$ cat src/rtl/rotary_dial_decoder.sv
// rotary_dial_decoder
//
// Front end for the vault controller. It turns the raw quadrature pins of
// the safe dial into a registered dial position and a turning direction.
//
// Signal path: 2-flop synchronisers on every input, then a per-pin debounce
// filter on A and B, then a quadrature state machine that accumulates a
// signed sub-count and completes a detent on entry to a detent state. The
// index switch bypasses debounce and zeroes the position on its rising edge.
//
// Ports
//   clock       in   system clock
//   n_reset     in   asynchronous, active-low reset
//   enc_a       in   encoder channel A (asynchronous, bouncy)
//   enc_b       in   encoder channel B (asynchronous, bouncy)
//   enc_index   in   dial-zero index switch (asynchronous, active-high)
//   vault_code  out  current dial position, registered
//   direction   out  direction of last completed detent, 1 = up/clockwise
//   step        out  one-cycle pulse when vault_code moves by a detent
//   enc_error   out  one-cycle pulse on an illegal quadrature transition

module rotary_dial_decoder #(
    parameter int DEBOUNCE_CYCLES  = 16,
    parameter int STEPS_PER_DETENT = 4,
    parameter int POS_WIDTH        = 5
) (
    input  logic                 clock,
    input  logic                 n_reset,
    input  logic                 enc_a,
    input  logic                 enc_b,
    input  logic                 enc_index,
    output logic [POS_WIDTH-1:0] vault_code,
    output logic                 direction,
    output logic                 step,
    output logic                 enc_error
);

    localparam int CNT_W = $clog2(DEBOUNCE_CYCLES);
    localparam logic [CNT_W-1:0] CNT_MAX = CNT_W'(DEBOUNCE_CYCLES - 1);
    localparam logic signed [3:0] SUB_LIMIT = 4'(STEPS_PER_DETENT);

    // State names follow the debounced {A,B} pair so the register doubles as
    // "previous debounced value" for edge detection.
    typedef enum logic [1:0] {
        S00 = 2'b00,
        S01 = 2'b01,
        S11 = 2'b11,
        S10 = 2'b10
    } quad_state_t;

    // Bit order in the synchroniser vectors: {index, b, a}
    logic [2:0] sync1;
    logic [2:0] sync2;
    logic       index_prev;

    logic             deb_a;
    logic             deb_b;
    logic [CNT_W-1:0] cnt_a;
    logic [CNT_W-1:0] cnt_b;

    quad_state_t            state;
    quad_state_t            state_next;
    logic signed [3:0]      sub;
    logic signed [3:0]      sub_next;
    logic signed [3:0]      sub_step;
    logic [POS_WIDTH-1:0]   vault_next;
    logic                   dir_next;
    logic                   step_next;
    logic                   err_next;
    logic                   move_up;
    logic                   move_down;
    logic                   illegal;
    logic                   detent_entry;
    logic                   index_rise;

    // Two-flop synchronisers plus a delayed copy of the synchronised index
    // for rising-edge detection.
    always_ff @(posedge clock or negedge n_reset) begin
        if (!n_reset) begin
            sync1      <= 3'b000;
            sync2      <= 3'b000;
            index_prev <= 1'b0;
        end else begin
            sync1      <= {enc_index, enc_b, enc_a};
            sync2      <= sync1;
            index_prev <= sync2[2];
        end
    end

    // Debounce: a pin is accepted only after it has differed from its
    // debounced value for DEBOUNCE_CYCLES consecutive cycles; any return to
    // the old level restarts the count.
    always_ff @(posedge clock or negedge n_reset) begin
        if (!n_reset) begin
            deb_a <= 1'b0;
            deb_b <= 1'b0;
            cnt_a <= '0;
            cnt_b <= '0;
        end else begin
            if (sync2[0] == deb_a) begin
                cnt_a <= '0;
            end else if (cnt_a == CNT_MAX) begin
                deb_a <= sync2[0];
                cnt_a <= '0;
            end else begin
                cnt_a <= cnt_a + 1'b1;
            end

            if (sync2[1] == deb_b) begin
                cnt_b <= '0;
            end else if (cnt_b == CNT_MAX) begin
                deb_b <= sync2[1];
                cnt_b <= '0;
            end else begin
                cnt_b <= cnt_b + 1'b1;
            end
        end
    end

    // Quadrature state, sub-count and all outputs are plain registers fed by
    // the next-state logic below.
    always_ff @(posedge clock or negedge n_reset) begin
        if (!n_reset) begin
            state      <= S00;
            sub        <= 4'sd0;
            vault_code <= '0;
            direction  <= 1'b0;
            step       <= 1'b0;
            enc_error  <= 1'b0;
        end else begin
            state      <= state_next;
            sub        <= sub_next;
            vault_code <= vault_next;
            direction  <= dir_next;
            step       <= step_next;
            enc_error  <= err_next;
        end
    end

    // Next-state logic. The debounced pair is the next state; the old/new
    // pair decides whether this was an up, down, illegal or null transition.
    // A rising index overrides any detent completing in the same cycle.
    always_comb begin
        state_next   = quad_state_t'({deb_a, deb_b});
        sub_next     = sub;
        vault_next   = vault_code;
        dir_next     = direction;
        step_next    = 1'b0;
        err_next     = 1'b0;
        move_up      = 1'b0;
        move_down    = 1'b0;

        case (state)
            S00: begin move_up = (state_next == S01); move_down = (state_next == S10); end
            S01: begin move_up = (state_next == S11); move_down = (state_next == S00); end
            S11: begin move_up = (state_next == S10); move_down = (state_next == S01); end
            S10: begin move_up = (state_next == S00); move_down = (state_next == S11); end
            default: begin move_up = 1'b0; move_down = 1'b0; end
        endcase

        illegal      = ((state ^ state_next) == 2'b11);
        detent_entry = (state_next == S00) ||
                       ((STEPS_PER_DETENT == 2) && (state_next == S11));
        sub_step     = move_up ? (sub + 4'sd1) : (sub - 4'sd1);
        index_rise   = sync2[2] & ~index_prev;

        if (illegal) begin
            sub_next = 4'sd0;
            err_next = 1'b1;
        end else if (move_up || move_down) begin
            if (detent_entry) begin
                sub_next = 4'sd0;
                if (sub_step == SUB_LIMIT) begin
                    vault_next = vault_code + POS_WIDTH'(1);
                    dir_next   = 1'b1;
                    step_next  = 1'b1;
                end else if (sub_step == -SUB_LIMIT) begin
                    vault_next = vault_code - POS_WIDTH'(1);
                    dir_next   = 1'b0;
                    step_next  = 1'b1;
                end
            end else begin
                sub_next = sub_step;
            end
        end

        if (index_rise) begin
            vault_next = '0;
            sub_next   = 4'sd0;
            dir_next   = direction;
            step_next  = 1'b0;
        end
    end

endmodule
$ cat config.mk
export PLATFORM = sky130hd
export DESIGN_NAME = rotary_dial_decoder
export DESIGN_NICKNAME = d
export VERILOG_FILES = /design/src/rtl/rotary_dial_decoder.sv
export SDC_FILE = /design/constraint.sdc
export NUM_CORES = 1
export LEC_CHECK = 0
export CAP_MARGIN = 5
export CORE_ASPECT_RATIO = 1.25
export CORE_MARGIN = 2
export CORE_UTILIZATION = 35
export CTS_CLUSTER_SIZE = 40
export DETAILED_ROUTE_END_ITERATION = 8
export SYNTH_ARGS = -nofsm -noshare
export SYNTH_HDL_FRONTEND = slang
export SYNTH_SLANG_ARGS = --single-unit
$ cat constraint.sdc
create_clock -name clock -period 5.05 [get_ports clock]
set_input_delay 1.2625 -clock clock [delete_from_list [all_inputs] [get_ports clock]]
set_output_delay 1.2625 -clock clock [all_outputs]
set_load 0.01 [all_outputs]
==> flow_summary.yaml, run 1 <==
timing:
  fmaxAchievable_ghz: 0.2663
  slew_viol_final: 0
  worst_pin_slew_ns: 0.4082
  max-slew-margin-rel_pct: 72.08
  tns_ns: 0
  skew_ns: 0.003870
  setup_viol: 0
  min_period_ns: 3.755
  rsz0062_at_grt: "false"
  period_share_pct: 74.36
  finalHoldViolCount: 0
  timing.hold.ws_ns: 0.3521
place:
  hpwl_um: 2051
  placed_cell_area_um2: 1779
  io_buffers: 12
  gp_congestion: 0.8676
detailed_routing:
  drt_wl_total_um: 2741
  dr.first_iter.drc_count: 65
  drc: 0
  wl_met3_um: 102
  avgViaCountPerCell: 5.194
  vias: 1179
  antenna_left: 0
  drt_pass1_iterations: 4
  wl_met1_um: 1209
  wire_per_inst_um: 12.07
  top_layer_used: "met4"
  wl_met2_um: 1348
final_layout:
  drive_above_1_share_pct: 10.06
  post-route-util_pct: 42.55
  area_growth_pct: 17.30
  final_common_cell: "dfrtp_1"
  diodes: 0
  fin_nets: 181
  final_area_um2: 1883
  final_cell_mix: "dfrtp_1, clkdlybuf4s50_1, o21ai_0, nand2_1, xnor2_1"
cts:
  h-tree-depth: 2
  clk_pin_slew_ns: 0.07
  clkLatencyLatePin_ns: 0.28
  ctsHoldBuffers: 0
  cts_resized: 0
  cts_max_path_buffers: 2
  post_cts_buffers: 0
  cts_buffers: 5
  cts-root-buf: "clkbuf_8"
  cts_tree: "yes"
  cts.sinks: 31
floorplan:
  die_area_um2: 5148
  die_h_um: 79.72
  core_um2: 4425
  placementRows: 27
  initial_utilization_pct: 36.27
  io_pins: 13
  die_x_um: 64.58
critical_path:
  worst_setup_path_end_kind: "flop"
  start_kind: "flop"
  path_buf_inv: 0
  slowest_stage: "dfrtp_1"
  crit_type: "reg2reg"
  cp_top_family: "compound AO/OA/AOI/OAI gates"
  cpPeakStageDelay_ns: 0.48
  cp.arrival_ns: 3.96
  cp.required_ns: 5.26
  path_cells: "xor2_1 -> or2_2 -> ha_1 -> a31oi_1 -> or3_4 -> a21oi_2 -> nor2_4 -> xor2_1 -> ha_1 -> o21ai_0 -> nand2_1 -> a2111o_1 -> a21oi_2 -> mux2i_1"
  path_max_fanout: 9
worst_hold_path:
  hp-class: "reg2reg"
flow_run:
  cap_viol_max_count: 0
global_routing:
  overflow: 0
  antenna_found_initial: 0
  grt_max_degree: 32
  track_usage_pct: 12.61
  grt_pass1_wl_um: 4933
  grt_pass1_vias: 1165
power_and_ir_drop:
  seqPwrFrac_pct: 52.3
  p_leak_nw: 0.8026
  combPwrFrac_pct: 4.3
  p_int_mw: 0.3890
  peakVddDrop_mv: 0.1630
  p_per_area_nw_per_um2: 264.9
  swShare_pct: 22.01
  p_sw_mw: 0.1098
  clock_power_share_pct: 43.4
  p_total_mw: 0.4988
synth:
  yosysSeqAreaShare_pct: 48.32
  avgSynthCellArea_um2: 10.63
  yosysWarningCount: 0
  syn-cell-area_um2: 1605
  ys_ff_latch: 31
  synth.distinct_cells: 39
  syn_nets: 164
  synthCells: 151
outcome:
  status: "completed"
==> cells by family (layout without fill, tap and decap cells) <==
group	after synthesis	count (layout)	share of synthesized area, %
buffers and inverters	9	27	3.039
XOR/XNOR	15	15	8.184
AND/OR/NAND/NOR	48	48	16.76
adder cells (fa/ha/maj)	8	8	6.236
flip-flops	31	31	48.32
multiplexers	5	5	3.274
AO/OA/AOI/OAI	35	35	14.19
==> per-layer routing <==
metal | vias to the layer above | global-route usage, %
met2 | 21 | 21.35
met4 | 0 | 6.596
li1 | 574 | -
met1 | 576 | 13.94
met5 | - | 0
met3 | 8 | 4.231
==> power groups by stage <==
stage                     Sequential, mW  Combinational (mW)  Clock [mW]
final                              0.261              0.0215       0.216
after global placement             0.265              0.0218           0
after CTS                          0.261              0.0226       0.224
after global routing               0.261              0.0254       0.235
after floorplan                    0.264              0.0114           0
after detailed placement           0.265              0.0225           0
==> sequential cells by signal, summed over array words and instances (netlist names), 2 cells and up <==
register / cells
cnt_a: 4
cnt_b: 4
state: 2
sub: 4
sync1: 3
sync2: 3
vault_code: 5
==> cell type report <==
type                       instances  area [um^2]
tap                               58        72.57
fill                             421         2542
sequential                        31        775.7
clock buffer                       7        96.34
clock inverter                     1        7.507
inverter                           6        22.52
multi-input combinational        111        780.7
timing repair buffer              13        127.6
==> synth_stat cells <==
library cell / number / area share, %
a21oi_2: 2 / 1.1
mux2i_1: 3 / 1.9
nand4_1: 1 / 0.39
dfrtp_1: 31 / 48
or2_2: 1 / 0.39
o211a_1: 1 / 0.62
ha_1: 8 / 6.2
xnor2_1: 10 / 5.5
a41o_1: 1 / 0.62
or3_4: 1 / 0.70
nor2_1: 8 / 1.9
mux2_2: 2 / 1.4
a21o_1: 1 / 0.47
and4_4: 1 / 0.70
a32o_1: 1 / 0.62
nand2b_1: 1 / 0.39
clkbuf_1: 1 / 0.23
xor2_1: 5 / 2.7
nand4b_1: 3 / 1.6
a2111o_1: 1 / 0.70
nor2b_1: 5 / 1.9
a21oi_1: 8 / 2.5
or2b_1: 1 / 0.47
a211oi_1: 1 / 0.47
o21ai_0: 11 / 3.4
nor3_1: 2 / 0.62
and3_1: 3 / 1.2
a2111oi_0: 2 / 1.1
nand2_1: 11 / 2.6
o211ai_1: 1 / 0.47
o22ai_1: 1 / 0.39
o31ai_1: 2 / 0.94
buf_6: 2 / 1.4
nor2_4: 1 / 0.70
inv_1: 6 / 1.4
nor3b_1: 2 / 0.94
a31oi_1: 2 / 0.78
and2_1: 1 / 0.39
nand3_1: 6 / 1.9
==> per-stage QoR <==
| stage | setup slack [ns] | instances |
|---|---|---|
| 2_1_floorplan | 1.583 | 151 |
| 3_3_place_gp | 1.437 | 219 |
| 3_5_place_dp | 1.293 | 219 |
| 4_1_cts | 1.275 | 227 |
| 5_1_grt | 0.9763 | 227 |
| 6_report | 1.295 | 227 |
==> final timing paths <==
| kind | to | start | cells past startpoint | slack (ns) |
|---|---|---|---|---|
| worst max-delay path | vault_code[4] | deb_a | 14 | 1.29 |
| worst min-delay path | sync2[0] | sync1[0] | 0 | 0.35 |
| worst max register to register | vault_code[4] | deb_a | 14 | 1.29 |
| worst min register to register | sync2[0] | sync1[0] | 0 | 0.35 |
| max in group asynchronous | cnt_b[2] | n_reset | 2 | 3.40 |
| min in group asynchronous | vault_code[3] | n_reset | 2 | 1.37 |
(Power assumes the default switching activity.)
==> run 2, diff against run 1 <==
Clock period 5.05 ns to 3.24 ns, I/O delays scaled along.
==> flow_summary.yaml, run 2 (same netlist as run 1, synthesis figures left out) <==
outcome:
  status: "completed"
final_layout:
  drive_above_1_share_pct: 18.99
  post-route-util_pct: 45.83
  fin_nets: 191
  final_cell_mix: "dfrtp_1, clkdlybuf4s50_1, nand2_1, buf_4, o21ai_0"
  max_flop_register: "vault_code"
  area_growth_pct: 26.34
  diodes: 0
  final_common_cell: "dfrtp_1"
  largest_register_ffs: 5
detailed_routing:
  vias: 1198
  avgViaCountPerCell: 5.055
  wire_per_inst_um: 12.93
  antenna_left: 0
  drt_wl_total_um: 3065
  drt_pass1_iterations: 4
  drc: 0
  dr.first_iter.drc_count: 77
place:
  io_buffers: 12
  gp_congestion: 0.7971
  hpwl_um: 2304
global_routing:
  grt_max_degree: 32
  grt_pass1_wl_um: 5485
  overflow: 0
  grt_pass1_vias: 1267
  track_usage_pct: 13.88
  antenna_found_initial: 0
power_and_ir_drop:
  p_sw_mw: 0.1723
  swShare_pct: 20.65
  clock_power_share_pct: 47.2
  p_per_area_nw_per_um2: 411.5
  peakVddDrop_mv: 0.2342
  combPwrFrac_pct: 4.1
  p_leak_nw: 0.8649
  seqPwrFrac_pct: 48.7
  p_int_mw: 0.6622
cts:
  cts.sinks: 31
  cts_max_path_buffers: 2
  cts_tree: "yes"
  clkLatencyLatePin_ns: 0.28
  clk_pin_slew_ns: 0.07
  h-tree-depth: 2
  cts-root-buf: "clkbuf_8"
  cts_buffers: 5
  ctsHoldBuffers: 0
timing:
  min_period_ns: 3.176
  rsz0062_at_grt: "true"
  tns_ns: 0
  slew_viol_final: 0
  fmaxAchievable_ghz: 0.3148
  max-slew-margin-rel_pct: 72.67
  period_share_pct: 98.03
  worst_pin_slew_ns: 0.4081
  skew_ns: 0.003848
  finalHoldViolCount: 0
  setup_viol: 0
  timing.hold.ws_ns: 0.3509
critical_path:
  r2r_cells: 14
  crit_type: "reg2reg"
  cp.arrival_ns: 3.39
  cp.required_ns: 3.45
  rrSetupSlack_ns: 0.06
  regToRegStartpoint: "state[1]"
  worst_setup_path_end_kind: "flop"
  r2r-end: "vault_code[4]"
  path_max_fanout: 5
  start_kind: "flop"
worst_hold_path:
  whs_endpoint: "sync2[2]"
  hp-class: "reg2reg"
  min_from: "sync1[2]"
  hold_path_depth: 0
floorplan:
  die_h_um: 79.72
  die_area_um2: 5148
  io_pins: 13
  die_x_um: 64.58
  core_um2: 4425
  placementRows: 27
  initial_utilization_pct: 36.27
flow_run:
  cap_viol_max_count: 0
-- run 2: cell count changes in the layout (fill, tap and decap cells not counted), moves of 2 or more --
cell and change:
buf_4 +10, dfrtp_1 -2, dfrtp_2 +2, ha_1 -2
-- run 2: timing repair --
action | CTS | global route
setup endpoints to repair | 1 | 2
buffers inserted | 1 | 0
pin swaps | 3 | 3
gates resized for setup | 0 | 3
hold endpoints to repair | 0 | 0
-- run 2: power groups by stage --
| stage | registers (mW) | logic [mW] | clock network (mW) |
|---|---|---|---|
| 2_1_floorplan | 0.412 | 0.0181 | 0 |
| 3_3_place_gp | 0.413 | 0.0339 | 0 |
| 3_5_place_dp | 0.414 | 0.0352 | 0 |
| 4_1_cts | 0.407 | 0.0355 | 0.401 |
| 5_1_grt | 0.408 | 0.0406 | 0.424 |
| 6_report | 0.407 | 0.0343 | 0.394 |
-- run 2: cell type report --
| cell class | count | area (um^2) |
|---|---|---|
| clock buffer | 6 | 82.58 |
| clock inverter | 2 | 35.03 |
| fill | 422 | 2397 |
| inverter | 6 | 22.52 |
| multi-input combinational | 111 | 834.6 |
| sequential | 31 | 778.2 |
| tap | 58 | 72.57 |
| timing repair buffer | 23 | 202.7 |
-- run 2: per-stage QoR --
stage	setup WS, ns	power [mW]	std cells	cell area [um^2]
2_1_floorplan	0.006367	0.4297	151	1657
3_3_place_gp	0.06925	0.4465	228	1898
3_5_place_dp	-0.005997	0.4490	228	1898
4_1_cts	0.02370	0.8432	237	2023
5_1_grt	-0.09063	0.8727	237	2028
6_report	0.06375	0.8345	237	2028
-- run 2: worst max path at each step --
stage / from / to / slack [ns] / cells past startpoint
floorplan: deb_a / vault_code[4] / 0.006 / 15
global placement: state[1] / vault_code[4] / 0.07 / 15
detailed placement: state[1] / vault_code[4] / -0.006 / 14
CTS: state[1] / vault_code[4] / 0.02 / 14
global route: state[1] / vault_code[4] / -0.09 / 14
finish: state[1] / vault_code[4] / 0.06 / 14
-- run 2: critical path, cell delays in order (launching register included) --
cell      delay, ns
dfrtp_2        0.44
xnor2_4        0.16
or2_4          0.28
ha_4           0.29
a31oi_1        0.10
or3_4          0.37
and4_4         0.18
nor2_4         0.13
xor2_1         0.09
ha_2           0.19
o21ai_1        0.11
nand2_1        0.06
a2111o_1       0.37
a21oi_2        0.14
mux2i_1        0.19
-- run 2: per-layer routing --
layer	wire (um)	GRT usage (%)	vias up
li1	-	-	591
met5	0	0	-
met3	90	3.808	8
met4	70	5.745	0
met2	1627	25.00	17
met1	1276	15.25	582
